### src/rtl/cpu_pkg.sv
// Shared CPU front-end types: exception codes and the fetch-entry record
// carried from IF to ID.
package cpu_pkg;

    localparam int EXCODE_W = 5;

    localparam logic [EXCODE_W-1:0] EXC_INT  = 5'h00;
    localparam logic [EXCODE_W-1:0] EXC_ADEL = 5'h04;
    localparam logic [EXCODE_W-1:0] EXC_ADES = 5'h05;
    localparam logic [EXCODE_W-1:0] EXC_SYS  = 5'h08;
    localparam logic [EXCODE_W-1:0] EXC_BP   = 5'h09;
    localparam logic [EXCODE_W-1:0] EXC_RI   = 5'h0a;
    localparam logic [EXCODE_W-1:0] EXC_OV   = 5'h0c;

    localparam int FE_PC_W   = 32;
    localparam int FE_INST_W = 32;

    // Field order here is also the bit order used when an entry is flattened.
    typedef struct packed {
        logic [FE_PC_W-1:0]   pc;
        logic [FE_INST_W-1:0] inst;
        logic                 ex;
        logic [EXCODE_W-1:0]  excode;
        logic [FE_PC_W-1:0]   badvaddr;
    } fetch_entry_t;

endpackage

### src/rtl/if_id_queue_mem.sv
// Entry storage for the IF/ID queue: one synchronous write port, one
// asynchronous read port; no reset, contents are qualified by the pointers.
module if_id_queue_mem #(
    parameter int DEPTH = 4,
    parameter int WIDTH = 102,
    parameter int AW    = $clog2(DEPTH)
) (
    input  logic             clk,
    input  logic             we,
    input  logic [AW-1:0]    waddr,
    input  logic [WIDTH-1:0] wdata,
    input  logic [AW-1:0]    raddr,
    output logic [WIDTH-1:0] rdata
);

    logic [WIDTH-1:0] mem_q [DEPTH];

    always_ff @(posedge clk) begin
        if (we) begin
            mem_q[waddr] <= wdata;
        end
    end

    assign rdata = mem_q[raddr];

endmodule

### src/rtl/if_id_queue.sv
// Fetch-to-decode entry queue: registered head, one cycle minimum latency,
// in_ready depends only on occupancy; flush/reset empty it in one cycle.
module if_id_queue
    import cpu_pkg::*;
#(
    parameter int DEPTH  = 4,
    parameter int PC_W   = 32,
    parameter int INST_W = 32
) (
    input  logic                      clk,
    input  logic                      reset,
    input  logic                      flush,
    input  logic                      in_valid,
    output logic                      in_ready,
    input  logic [PC_W-1:0]           in_pc,
    input  logic [INST_W-1:0]         in_inst,
    input  logic                      in_ex,
    input  logic [EXCODE_W-1:0]       in_excode,
    input  logic [PC_W-1:0]           in_badvaddr,
    output logic                      out_valid,
    input  logic                      out_ready,
    output logic [PC_W-1:0]           out_pc,
    output logic [INST_W-1:0]         out_inst,
    output logic                      out_ex,
    output logic [EXCODE_W-1:0]       out_excode,
    output logic [PC_W-1:0]           out_badvaddr,
    output logic [$clog2(DEPTH):0]    count,
    output logic                      full,
    output logic                      empty
);

    localparam int AW = $clog2(DEPTH);
    localparam int CW = AW + 1;
    localparam int EW = PC_W + INST_W + 1 + EXCODE_W + PC_W;

    logic [AW-1:0] wr_ptr_q, wr_ptr_d;
    logic [AW-1:0] rd_ptr_q, rd_ptr_d;
    logic [CW-1:0] count_q, count_d;

    logic          push;
    logic          pop;
    logic [EW-1:0] wr_dat;
    logic [EW-1:0] rd_dat;

    logic [PC_W-1:0]     head_pc;
    logic [INST_W-1:0]   head_inst;
    logic                head_ex;
    logic [EXCODE_W-1:0] head_excode;
    logic [PC_W-1:0]     head_badvaddr;

    assign full     = (count_q == CW'(DEPTH));
    assign empty    = (count_q == '0);
    assign in_ready = !full;
    assign count    = count_q;

    // Refusal when full is independent of out_ready, keeping in_ready registered-only.
    assign push = in_valid && !full;
    assign pop  = !empty && out_ready;

    always_comb begin
        wr_ptr_d = wr_ptr_q;
        rd_ptr_d = rd_ptr_q;
        count_d  = count_q;
        if (flush) begin
            wr_ptr_d = '0;
            rd_ptr_d = '0;
            count_d  = '0;
        end else begin
            if (push) begin
                wr_ptr_d = wr_ptr_q + AW'(1);
            end
            if (pop) begin
                rd_ptr_d = rd_ptr_q + AW'(1);
            end
            case ({push, pop})
                2'b10:   count_d = count_q + CW'(1);
                2'b01:   count_d = count_q - CW'(1);
                default: count_d = count_q;
            endcase
        end
    end

    always_ff @(posedge clk) begin
        if (reset) begin
            wr_ptr_q <= '0;
            rd_ptr_q <= '0;
            count_q  <= '0;
        end else begin
            wr_ptr_q <= wr_ptr_d;
            rd_ptr_q <= rd_ptr_d;
            count_q  <= count_d;
        end
    end

    assign wr_dat = {in_pc, in_inst, in_ex, in_excode, in_badvaddr};

    if_id_queue_mem #(
        .DEPTH (DEPTH),
        .WIDTH (EW),
        .AW    (AW)
    ) u_mem (
        .clk   (clk),
        .we    (push && !flush && !reset),
        .waddr (wr_ptr_q),
        .wdata (wr_dat),
        .raddr (rd_ptr_q),
        .rdata (rd_dat)
    );

    assign {head_pc, head_inst, head_ex, head_excode, head_badvaddr} = rd_dat;

    // Empty queue presents an all-zero bubble so decode sees a NOP.
    assign out_valid    = !empty;
    assign out_pc       = empty ? '0 : head_pc;
    assign out_inst     = empty ? '0 : head_inst;
    assign out_ex       = empty ? 1'b0 : head_ex;
    assign out_excode   = empty ? '0 : head_excode;
    assign out_badvaddr = empty ? '0 : head_badvaddr;

endmodule

### config.mk
export PLATFORM = sky130hd
export DESIGN_NAME = if_id_queue
export DESIGN_NICKNAME = d
export VERILOG_FILES = /design/src/rtl/cpu_pkg.sv /design/src/rtl/if_id_queue_mem.sv /design/src/rtl/if_id_queue.sv
export SDC_FILE = /design/constraint.sdc
export NUM_CORES = 1
export LEC_CHECK = 0
export ABC_AREA = 1
export CORE_UTILIZATION = 59
export DETAILED_ROUTE_END_ITERATION = 10
export PLACE_DENSITY = 0.95
export SYNTH_ARGS = -nofsm -noshare
export SYNTH_HDL_FRONTEND = slang
export SYNTH_SLANG_ARGS = --single-unit
### constraint.sdc
create_clock -name clk -period 14.68 [get_ports clk]
set_input_delay 3.67 -clock clk [delete_from_list [all_inputs] [get_ports clk]]
set_output_delay 3.67 -clock clk [all_outputs]
set_load 0.05 [all_outputs]
==> summary.md <==
| Metric | Value |
|---|---|
| Status | finished clean |
| # fillers | ~1600 |
| # rows | 60 |
| Die Width | 168 um |
| YS warnings | 0 |
| Height of the die | approximately 170 um |
| Synth top area share | 0.753 |
| Post-synth top flop | edfxtp_1 |
| Drt total wl | around 39000 um |
| Grt ovf | 0 |
| DR pass1 iterations | 5 |
| Hold Vio Cnt, Final | 0 |
| Vias in the first global route | approximately 11000 |
| Sequential Power Share | 0.500 |
| Initial antenna violation count | 2 |
| RSZ-0062 raised after global routing | no |
| Via count | 10978 |
| GR Util All Layers | 0.272 |
| Synth Instances | approximately 1300 |
| Final nets | about 1600 |
| CTS tree | yes |
| Area grow syn2layout | 22.7% |
| Final setup fails | 0 |
| Synth cell types | 20 |
| Clock Pin Slew Worst Setup and Hold Paths | roughly 0.060 ns |
| Top post-synthesis cells by area | edfxtp_1, nor2_1, o21ai_1 |
| Finished layout cell area | between 0.015 and 0.02 mm2 |
| # IOs | between 200 and 250 |
| Combinational Power Share | 0.097 |
| Sw power | around 0.00061 W |
| Setup TNS | 0 ns |
| Switching Fraction | 0.228 |
| Critical path launch point type | flop |
| Vias per cell | approximately 5.9 |
| Post-synth ARST share | 0 |
| Setup slack after layout | a little under 7 ns |
| Crit path kind | reg2out |
| Area of the core | about 0.027 mm2 |
| Routed WL per cell | 20.9 um |
| Leak pwr | around 6.7 nW |
| Max Slew Vio Count | 0 |
| EDFF count, synth | a little over 400 |
| Share of cells above drive strength 1 | 0.0565 |
| Sequential-to-total area share from yosys stat | 0.764 |
| H-tree levels | 2 |
| VDD IR max | roughly 0.10 mV |
| Max Freq | ~130 MHz |
| Required @ worst endpoint | about 11 ns |
| Tmin final | about 7.9 ns |
| Port-buffer cells | around 220 |
| # resized after CTS | 0 |
| First-pass GRT wire length | approximately 59000 um |
| Max_cap viols | 0 |
| Antenna Violating Nets Remaining | 0 |
| Hpwl dp | about 22000 um |
| Synth Cell Area | about 0.016 mm2 |
| Post-synth top area cell | edfxtp_1 |
| CTS Root Cell | clkbuf_16 |
| CP max FO | 60 |
| Place WS | 7.45 ns |
| Routability cong. | 0.770 |
| Finished Core Util | 0.738 |
| Num CTS Buffers | 41 |
| Clock Tree Buf Depth | 3 |
| Slew headroom | 0.198 |
| Post-DP Area | 0.0186 mm2 |
| Slew @ Worst Pin | around 1.2 ns |
| Syn Nets | ~1400 |
| Sinks on Clock Net | roughly 420 |
| HP Class | reg2reg |
| # DRC | 0 |
| Largest net degree at the start of global routing | ~120 |
| Pint | between 0.002 and 0.0025 W |
| Critical path data arrival time | around 4.2 ns |
| Post-Syn Area per Cell | ~13 um2 |
| Post-synth top cells | nor2_1, edfxtp_1, o21ai_1, a21oi_1, o21ai_0 |
| Final Cycle Share | 0.539 |
| Clock latency on the worst-skew pair | between 0.5 and 0.6 ns |
| Clock Skew | approximately 0.011 ns |
| Die area | between 0.02 and 0.03 mm2 |
| Cts hold-fix bufs | 0 |
| Postcts setup bufs | 0 |
| CP Capture Type | output port |
| Initial Util | 0.602 |
| Count leader, synth | nor2_1 |
| Synthesized flop and latch total | around 420 |
| Pwr Total | about 0.0027 W |
| Clock share of power | 0.403 |
| Starting DRT DRC Count | ~1400 |
| Pwr Density | between 100 and 150 mW/mm2 |
==> registers in the layout, indices dropped and copies added (netlist names), named ones only <==
register     flops
wr_ptr_q         2
rd_ptr_q         2
u_mem.mem_q    408
count            3
==> through the flow <==
| step | hold WS [ns] | cells |
|---|---|---|
| after floorplan | 0.460 | 1278 |
| final | 0.503 | 1847 |
| after detailed placement | 0.492 | 1770 |
| after CTS | 0.503 | 1845 |
| after global routing | 0.540 | 1845 |
| after global placement | 0.469 | 1770 |
==> cells by family after synthesis <==
family,synth area share
adder cells (fa/ha/maj),0.00508
flip-flops,0.764
AND/OR/NAND/NOR,0.103
buffers and inverters,0.0314
AO/OA/AOI/OAI,0.0963
==> path summary, 6_finish.rpt <==
| check | start | end | slack [ns] | cells after the start |
|---|---|---|---|---|
| worst max-delay path | flop | out_pc[9] | 6.77 | 6 |
| worst min-delay path | rd_ptr_q[1]$_SDFFE_PP0P_ | flop | 0.50 | 2 |
| worst max register to register | count[1]$_SDFFE_PP0P_ | u_mem.mem_q[1][62]$_DFFE_PP_ | 12.18 | 7 |
| worst min register to register | rd_ptr_q[1]$_SDFFE_PP0P_ | flop | 0.50 | 2 |
==> cell usage in the layout, fill, tap and decap left out, types with 5 or more instances in the layout <==
cell             netlist  layout
dfxtp_1                9       7
a21oi_1              107     107
clkdlybuf4s50_1        0     215
clkinv_2               0       7
bufinv_16              0       5
o21ai_0               51      51
nor2_1               422     418
inv_1                 19      19
clkbuf_1              10       7
buf_4                 18      14
clkinv_1               0       7
ha_1                   5       5
nand2_1               14      14
clkbuf_16              0      43
o21ai_1              155     155
edfxtp_1             408     408
==> worst max-delay path, cell delays in order, from the launching register on <==
cell and delay [ns]:
dfxtp_4 0.77, clkinv_2 0.78, buf_4 0.59, nor2_1 0.28, o21ai_1 0.13, a21oi_1 0.22, clkdlybuf4s50_1 0.84
==> area by class of cell <==
class                   instances  area [um2]  area share
clock buffers                  54        1160      0.0580
multi-input cells             761        3350       0.168
well taps                     341         427      0.0214
flip-flops and latches        417       12400       0.623
inverters                      22        90.1     0.00451
clock inverters                21         233      0.0117
repair buffers                229        2260       0.113
diodes                          2        5.00    0.000251
==> power groups by stage <==
stage / sequential [W] / clock (W) / combinational [W]
2_1_floorplan: 0.00135 / 0 / 0.000146
5_1_grt: 0.00133 / 0.00112 / 0.000270
3_3_place_gp: 0.00135 / 0 / 0.000247
3_5_place_dp: 0.00135 / 0 / 0.000253
4_1_cts: 0.00133 / 0.00108 / 0.000256
6_report: 0.00133 / 0.00107 / 0.000257
==> routing by layer <==
| metal | share of wire | global-route usage | vias up |
|---|---|---|---|
| li1 | - | - | 4916 |
| met4 | 0.025 | 0.0993 | 0 |
| met2 | 0.51 | 0.468 | 623 |
| met5 | 0 | 0 | - |
| met1 | 0.38 | 0.345 | 5364 |
| met3 | 0.092 | 0.0538 | 75 |
Note: power is estimated with default switching activity, not from simulation.
